<file path="config.mk">
export PLATFORM = sky130hd
export DESIGN_NAME = m68k_bus_ctrl
export DESIGN_NICKNAME = d
export VERILOG_FILES = /design/src/rtl/m68k_bus_ctrl.sv
export SDC_FILE = /design/constraint.sdc
export NUM_CORES = 1
export LEC_CHECK = 0
export BUFFER_PORTS_ARGS = -buffer_cell sky130_fd_sc_hd__buf_2
export CAP_MARGIN = 15
export CORE_MARGIN = 5
export CORE_UTILIZATION = 30
export CTS_BUF_LIST = sky130_fd_sc_hd__clkbuf_16
export DETAILED_ROUTE_END_ITERATION = 16
export GPL_TIMING_DRIVEN = 0
export PLACE_DENSITY_LB_ADDON = 0.08
export SLEW_MARGIN = 20
export SYNTH_ARGS = -nofsm -noshare
export SYNTH_HDL_FRONTEND = slang
export SYNTH_SLANG_ARGS = --single-unit
</file>
<file path="constraint.sdc">
create_clock -name clk -period 6.86 [get_ports clk]
set_input_delay 0.686 -clock clk [delete_from_list [all_inputs] [get_ports clk]]
set_output_delay 0.686 -clock clk [all_outputs]
set_load 0.005 [all_outputs]
</file>
<file path="src/rtl/m68k_bus_ctrl.sv">
// m68k_bus_ctrl: 68000 bus controller. Decodes address windows into one-hot
// registered chip selects, inserts per-region wait states before DTACK,
// raises BERR after a timeout on unmapped accesses, and muxes read data back.
//
// Handshake: an access starts when IDLE samples AS low with at least one data
// strobe low (cycle 0). DTACK/BERR are held low until the CPU releases AS;
// the release is answered by dropping cs/DTACK/BERR on the next edge, and one
// IDLE cycle always follows before the next access can be sampled.
module m68k_bus_ctrl #(
    parameter int NUM_REGIONS = 3,
    parameter int ADDR_WIDTH  = 23,
    parameter int DATA_WIDTH  = 16,
    parameter int WAIT_WIDTH  = 4,
    parameter logic [NUM_REGIONS*ADDR_WIDTH-1:0] REGION_BASE =
        {23'h001000, 23'h000800, 23'h000000},
    parameter logic [NUM_REGIONS*ADDR_WIDTH-1:0] REGION_MASK = {3{23'h007800}},
    parameter logic [NUM_REGIONS*WAIT_WIDTH-1:0] REGION_WAIT = {4'd3, 4'd1, 4'd0},
    parameter int TIMEOUT     = 63
) (
    input  logic                            clk,
    input  logic                            rst,
    input  logic [ADDR_WIDTH-1:0]           cpu_addr,
    input  logic                            cpu_as_n,
    input  logic                            cpu_uds_n,
    input  logic                            cpu_lds_n,
    input  logic                            cpu_rw,
    input  logic [NUM_REGIONS*DATA_WIDTH-1:0] dev_dout,
    output logic [NUM_REGIONS-1:0]          cs,
    output logic [DATA_WIDTH-1:0]           cpu_din,
    output logic                            dtack_n,
    output logic                            berr_n
);

    localparam int IDX_W = (NUM_REGIONS > 1) ? $clog2(NUM_REGIONS) : 1;
    localparam int CNT_W = (WAIT_WIDTH > 8) ? WAIT_WIDTH : 8;

    typedef enum logic [2:0] {
        S_RELEASE = 3'd0,
        S_IDLE    = 3'd1,
        S_WAIT    = 3'd2,
        S_ACK     = 3'd3,
        S_TMO     = 3'd4,
        S_ERR     = 3'd5
    } state_t;

    state_t                 state_q, state_d;
    logic [CNT_W-1:0]       cnt_q, cnt_d;
    logic [IDX_W-1:0]       idx_q, idx_d;
    logic                   hit_q, hit_d;
    logic [NUM_REGIONS-1:0] cs_q, cs_d;
    logic                   dtack_q, dtack_d;
    logic                   berr_q, berr_d;

    logic                   hit;
    logic [IDX_W-1:0]       hit_idx;
    logic [WAIT_WIDTH-1:0]  hit_wait;
    logic                   strobe;

    // Direction is routed to the devices outside this block.
    logic unused_rw;
    assign unused_rw = cpu_rw;

    assign strobe = !cpu_as_n && (!cpu_uds_n || !cpu_lds_n);

    // Address decode: scan high to low so the lowest matching region wins.
    always_comb begin
        hit     = 1'b0;
        hit_idx = '0;
        for (int i = NUM_REGIONS - 1; i >= 0; i--) begin
            if ((cpu_addr & REGION_MASK[i*ADDR_WIDTH +: ADDR_WIDTH]) ==
                (REGION_BASE[i*ADDR_WIDTH +: ADDR_WIDTH] & REGION_MASK[i*ADDR_WIDTH +: ADDR_WIDTH])) begin
                hit     = 1'b1;
                hit_idx = IDX_W'(i);
            end
        end
        hit_wait = REGION_WAIT[hit_idx*WAIT_WIDTH +: WAIT_WIDTH];
    end

    // State and output registers; reset parks in RELEASE to drop any cycle in flight.
    always_ff @(posedge clk) begin
        if (rst) begin
            state_q <= S_RELEASE;
            cnt_q   <= '0;
            idx_q   <= '0;
            hit_q   <= 1'b0;
            cs_q    <= '0;
            dtack_q <= 1'b1;
            berr_q  <= 1'b1;
        end else begin
            state_q <= state_d;
            cnt_q   <= cnt_d;
            idx_q   <= idx_d;
            hit_q   <= hit_d;
            cs_q    <= cs_d;
            dtack_q <= dtack_d;
            berr_q  <= berr_d;
        end
    end

    // Next-state and next-output logic; AS release always takes priority over counting.
    always_comb begin
        state_d = state_q;
        cnt_d   = cnt_q;
        idx_d   = idx_q;
        hit_d   = hit_q;
        cs_d    = cs_q;
        dtack_d = dtack_q;
        berr_d  = berr_q;
        case (state_q)
            S_RELEASE: begin
                if (cpu_as_n) state_d = S_IDLE;
            end
            S_IDLE: begin
                if (strobe) begin
                    idx_d = hit_idx;
                    hit_d = hit;
                    if (hit) begin
                        cs_d          = '0;
                        cs_d[hit_idx] = 1'b1;
                        cnt_d         = CNT_W'(hit_wait);
                        if (hit_wait == '0) begin
                            state_d = S_ACK;
                            dtack_d = 1'b0;
                        end else begin
                            state_d = S_WAIT;
                        end
                    end else begin
                        cnt_d   = CNT_W'(TIMEOUT);
                        state_d = S_TMO;
                    end
                end
            end
            S_WAIT: begin
                if (cpu_as_n) begin
                    cs_d    = '0;
                    state_d = S_IDLE;
                end else if (cnt_q == CNT_W'(1)) begin
                    dtack_d = 1'b0;
                    state_d = S_ACK;
                end else begin
                    cnt_d = cnt_q - CNT_W'(1);
                end
            end
            S_ACK: begin
                if (cpu_as_n) begin
                    cs_d    = '0;
                    dtack_d = 1'b1;
                    state_d = S_IDLE;
                end
            end
            S_TMO: begin
                if (cpu_as_n) begin
                    state_d = S_IDLE;
                end else if (cnt_q == CNT_W'(1)) begin
                    berr_d  = 1'b0;
                    state_d = S_ERR;
                end else begin
                    cnt_d = cnt_q - CNT_W'(1);
                end
            end
            S_ERR: begin
                if (cpu_as_n) begin
                    berr_d  = 1'b1;
                    state_d = S_IDLE;
                end
            end
            default: begin
                state_d = S_RELEASE;
                cs_d    = '0;
                dtack_d = 1'b1;
                berr_d  = 1'b1;
            end
        endcase
    end

    assign cs      = cs_q;
    assign dtack_n = dtack_q;
    assign berr_n  = berr_q;
    assign cpu_din = hit_q ? dev_dout[idx_q*DATA_WIDTH +: DATA_WIDTH] : {DATA_WIDTH{1'b1}};

endmodule

</file>
* Word-level counts from Yosys, hierarchy flattened *
Index checks and enable logic that the tools add are counted.

operators by class
  multiply operators = 0
  shift-type cells = 2
  divide/modulo/power cells = 0
  bitwise operators = 2
  eq/ne operators = 23
  reduce and logical (&&, ||, !) cells = 21
  order comparisons = 2
  add/subtract/negate cells = 1
  multiplexer cells = 35

operators by type and width
  operator                                                    number
  variable part select 48 x 7 -> 16 bit                       1
  2-to-1 mux 3 bit                                            10
  2-to-1 mux 8 bit                                            3
  zero test 23 bit                                            1
  != test 2 bit, second input constant                        11
  2-to-1 mux 16 bit                                           1
  one-hot mux 8 bit (2 select lines)                          1
  AND reduction 4 bit                                         4
  one-hot mux 3 bit (4 select lines)                          1
  variable part select 12 x 5 -> 4 bit, first input constant  1
  2-to-1 mux 1 bit                                            11
  one-hot mux 3 bit (3 select lines)                          1
  == test 8 x 1 -> 1 bit, second input constant               1
  subtractor 8 x 1 -> 8 bit, second input constant            1
  AND reduction 7 bit                                         1
  == test 3 x 2 -> 1 bit, second input constant               2
  == test 3 bit, second input constant                        2
  2-to-1 mux 2 bit                                            3
  2-to-1 mux 6 bit                                            1
  != test 3 bit, second input constant                        2
  OR reduction 3 bit                                          2
  == test 4 x 1 -> 1 bit, second input constant               1
  == test 4 x 2 -> 1 bit, second input constant               1
  zero test 4 bit                                             1
  16 further kinds                                            22

word-level totals
  memory bits (read-only) = 0
  input bits = 77
  register bits = 19
  logic and storage cells = 93
  bits in latches = 0
  output and inout port bits = 21
  memories kept = 0
  bits in writable memories = 0

* Longest topological paths before layout *
  depth in word-level cells = 11
  gate-level depth with buffers = 7
  mapped depth without buffers = 7

* Least setup slack after synthesis *
No wires, ideal clock.

  path type = input-to-reg
  start = input port cpu_addr[12]
  end = register dtack_q (netlist: dtack_n)
  data required time = 6,738 ps
  cell stages on the path = 7
  buffers on the path = 0
  library setup time = 122 ps
  path slack = 4,149 ps
  arrival time = 2,589 ps
  cell sequence = nor4b_1 -> inv_1 -> ha_1 -> a2111oi_0 -> and3_1 -> o32ai_1 -> a221o_1

between the ends
  longest elaborated chain between the ends = 8
  elaborated cells on any way between the ends = 14
  classes of those cells = eq/ne: 4; shift: 1; mux: 6; reduce/logical: 3

RTL lines
  item                                      RTL line  text
  start, declared                           22        input logic [ADDR_WIDTH-1:0] cpu_addr,
  == test 4 x 2 -> 1 bit                    70        if ((cpu_addr & REGION_MASK[i*ADDR_WIDTH +: ADDR_WIDTH]) ==
  2-to-1 mux 2 bit (3 in a row)             70
  variable part select 12 x 5 -> 4 bit      76        hit_wait = REGION_WAIT[hit_idx*WAIT_WIDTH +: WAIT_WIDTH];
  zero test 4 bit                           121       if (hit_wait == '0) begin
  != test 2 bit (no source line)            n/a
  AND reduction 7 bit (no source line) (*)  n/a
  end signal, assigned                      95        dtack_q <= dtack_d;
  end, declared                             51        logic dtack_q, dtack_d;

Mark *: on every way between the ends. The rest lies on a longest branch, timed or not.
A chain may end at the register's enable or synchronous reset.

* Final worst setup path *
  start = input port cpu_addr[12]
  end = register dtack_q (netlist: dtack_n)

between the ends
  elaborated cells on any way between the ends = 14
  classes of those cells = eq/ne: 4; shift: 1; mux: 6; reduce/logical: 3

RTL lines
  item                                      RTL line  text
  == test 4 x 1 -> 1 bit                    70
  2-to-1 mux 2 bit                          70
  2-to-1 mux 2 bit (*)                      70
  net hit_idx[0]                            55        logic [IDX_W-1:0] hit_idx;
  variable part select 12 x 5 -> 4 bit (*)  76
  zero test 4 bit (*)                       121
  != test 2 bit (no source line) (*)        n/a
  AND reduction 7 bit (no source line) (*)  n/a

Mark *: on every way through the listed nets, which the timed path passes. The rest lies on a longest branch.

==> results.cfg <==
[placed_design]
place_ws_ps = 3310
dp.cells = 356
port_buffers = 76
placed_area_um2 = 2150
place.gp.congestion = 0.808
hpwl_um = 4090

[clock_network]
cts_root_buf = clkbuf_16
cts_tree = yes
clockBufferDepth = 2
clkSlewWorstSetupHoldPaths_ps = 60
post_cts_resize_count = 0
hold_buffers = 0
numCtsBuffers = 3
htree_levels = 1
cts.sinks = 19
cts_setup_buffers = 0
insertion_delay_ps = 250

[grt]
grt_pass1_wl_um = 8400
grt_max_degree = 11
grt_pass1_vias = 1717
overflow = 0
antenna_found_initial = 0
grt_usage = 0.139

[timing]
period_minus_slack_ps = 3090
slew_violations = 0
hold_violations = 0
tightest_slew_ps = 844
max_freq_mhz = 324
tns_ps = 0
slew_headroom = 0.436
fin_crit_sh = 0.451
rsz0062_at_grt = no
worst_slack_ps = 3770
clock_skew_ps = 0.772
setup_viol = 0

[power_and_ir_drop]
swShare = 0.361
p_leak_nw = 0.832
total_power_uw = 441
p_switching_uw = 159
power_frac_clock = 0.272
ir_drop_v = 0.000134
combPwrFrac = 0.417
pwr-share-seq = 0.311
p_int_uw = 282
powerDensity_nw_per_um2 = 198

[worst_hold_path]
min_path_cells = 2
min-delay-start = cs[0]
hp-class = reg -> reg
min_to = cs[0]

[floorplan]
die-area_um2 = 7190
placementRows = 27
start_util = 0.307
die_x_um = 84.8
die_h_um = 84.8
boundaryPins = 98
coreArea_um2 = 5470

[yosys]
synth_flop_cell = dfxtp_1
synth_edf_count = 0
synthTopCellsByArea = dfxtp_1 (23%), mux2i_1 (11%), o211ai_1 (8.0%), nand2_1 (7.4%), a21oi_1 (4.8%)
seq_area_frac_synth = 0.227
synth-seq-cells = 19
synth.net_count = 290
synth_top_area_share = 0.227
syn_area_per_cell_um2 = 8.07
synth_cell_type_count = 55
synth_top_area_cell = dfxtp_1
postSynthCellCount = 208
synth_area_um2 = 1680
synthArstFlopShare = 0
ys_warn_count = 0

[setup_path]
r2r-end = dtack_n
path_class = in -> reg
r2r_cells = 5
worstPathRequired_ps = 7000
r2r_start = cnt_q[0]
arrival_ps = 3230
rrSetupSlack_ps = 4880
cp-start-kind = primary input
crit_path_end_kind = flip-flop
critPathMaxFanout = 5

[job]
drv_cap = 0

[cells_and_area]
design_area_um2 = 2230
antennaDiodeCount = 0
nets = 371
drive_gt1_frac = 0.351
fillers = 567
area_delta_synth_final_pct = 32.8
fin_cells = 360

[drt]
drc_errors = 0
via_per_inst = 5.13
drt-total-wl_um = 5160
wl_per_cell_um = 14.3
vias = 1845
dr.pass1.iters = 4
ant_nets = 0
drt_iter0_drc = 85

[outcome]
status = complete, no violations
==> worst max-delay path by stage <==
stage,from,endpoint,cells past startpoint
after global placement,cpu_addr[12],dtack_n,8
final,cpu_addr[12],dtack_n,8
after detailed placement,cpu_addr[12],dtack_n,8
after global routing,cpu_addr[12],dtack_n,8
after CTS,cpu_addr[12],dtack_n,8
after floorplan,cpu_addr[12],dtack_n,7
==> cells by family after synthesis <==
logic type,synth area share
buf+inv,0.0879
compound gates,0.311
xor+xnor,0.0149
flops,0.227
mux,0.107
simple gates,0.215
fa+ha+maj,0.0373
==> state kept, by name, summed over array words and instances, names as in the netlist <==
name	flops
idx_q	2
state_q	3
hit_q	1
cs	3
dtack_n	1
berr_n	1
cnt_q	8
==> stage by stage <==
step | hold slack [ps] | utilization
2_1_floorplan | 434 | -
3_3_place_gp | 434 | 0.393
3_5_place_dp | 443 | 0.393
4_1_cts | 450 | 0.407
5_1_grt | 490 | 0.407
6_report | 448 | 0.407
==> layer usage <==
layer  track usage  routed length (um)  part of all wire  vias to the layer above
met5             0                   0                 0                        -
li1              -                   -                 -                      948
met4        0.0173                  19            0.0037                        0
met3        0.0350                 342             0.066                        2
met1         0.193                2370              0.46                      842
met2         0.223                2430              0.47                       53
==> synth_stat cells, types with 3 or more instances <==
cell / count
a211oi_1: 3
a21oi_1: 16
buf_4: 3
clkbuf_1: 6
clkbuf_8: 3
dfxtp_1: 19
ha_1: 5
inv_1: 6
mux2i_1: 18
nand2_1: 33
nand3_1: 5
nand3b_1: 3
nor2_1: 9
nor3_1: 3
o211ai_1: 18
o32ai_1: 5
or3_1: 5
==> placed cells by master (no fill, tap or decap), types with 2 or more instances in the layout <==
master     instances
a22oi_1            2
nand2_1           33
nor3_1             3
nand2b_1           2
mux2i_1           18
or3_1              5
dfxtp_1           19
a211oi_1           3
a221o_1            2
a31oi_1            2
ha_1               5
nor4b_1            2
buf_2             77
o221a_1            2
nand3_1            5
nor2_1             9
clkbuf_8           3
clkbuf_1           6
o32ai_1            5
inv_1              7
o211ai_1          18
a21oi_1           16
buf_4              3
buf_1              2
o21ai_0            2
o32a_1             2
clkbuf_16          3
nand3b_1           3
o31ai_1            2
==> critical path: stages <==
cell	delay [ps]
buf_2	120
nor4b_1	550
inv_1	140
ha_1	350
a2111oi_1	690
and3_1	250
o32ai_1	80
a221o_1	350
==> area by class of cell <==
class / count / area (um2) / share of cell area
sequential: 19 / 380 / 0.171
buffer: 17 / 118 / 0.0527
inverter: 8 / 30.0 / 0.0135
clock inverter: 1 / 3.75 / 0.00168
clock buffer: 3 / 75.1 / 0.0337
timing repair buffer: 76 / 380 / 0.171
tap: 72 / 90.1 / 0.0404
multi-input combinational: 164 / 1150 / 0.517
==> power by group through the flow <==
stage	Clock (mW)	Sequential [mW]	Combinational, mW
after detailed placement	0	0.139	0.182
final	0.120	0.137	0.184
after floorplan	0	0.137	0.134
after global placement	0	0.140	0.185
after global routing	0.127	0.139	0.206
after CTS	0.125	0.137	0.183
Power figures use the tool's default switching activity.
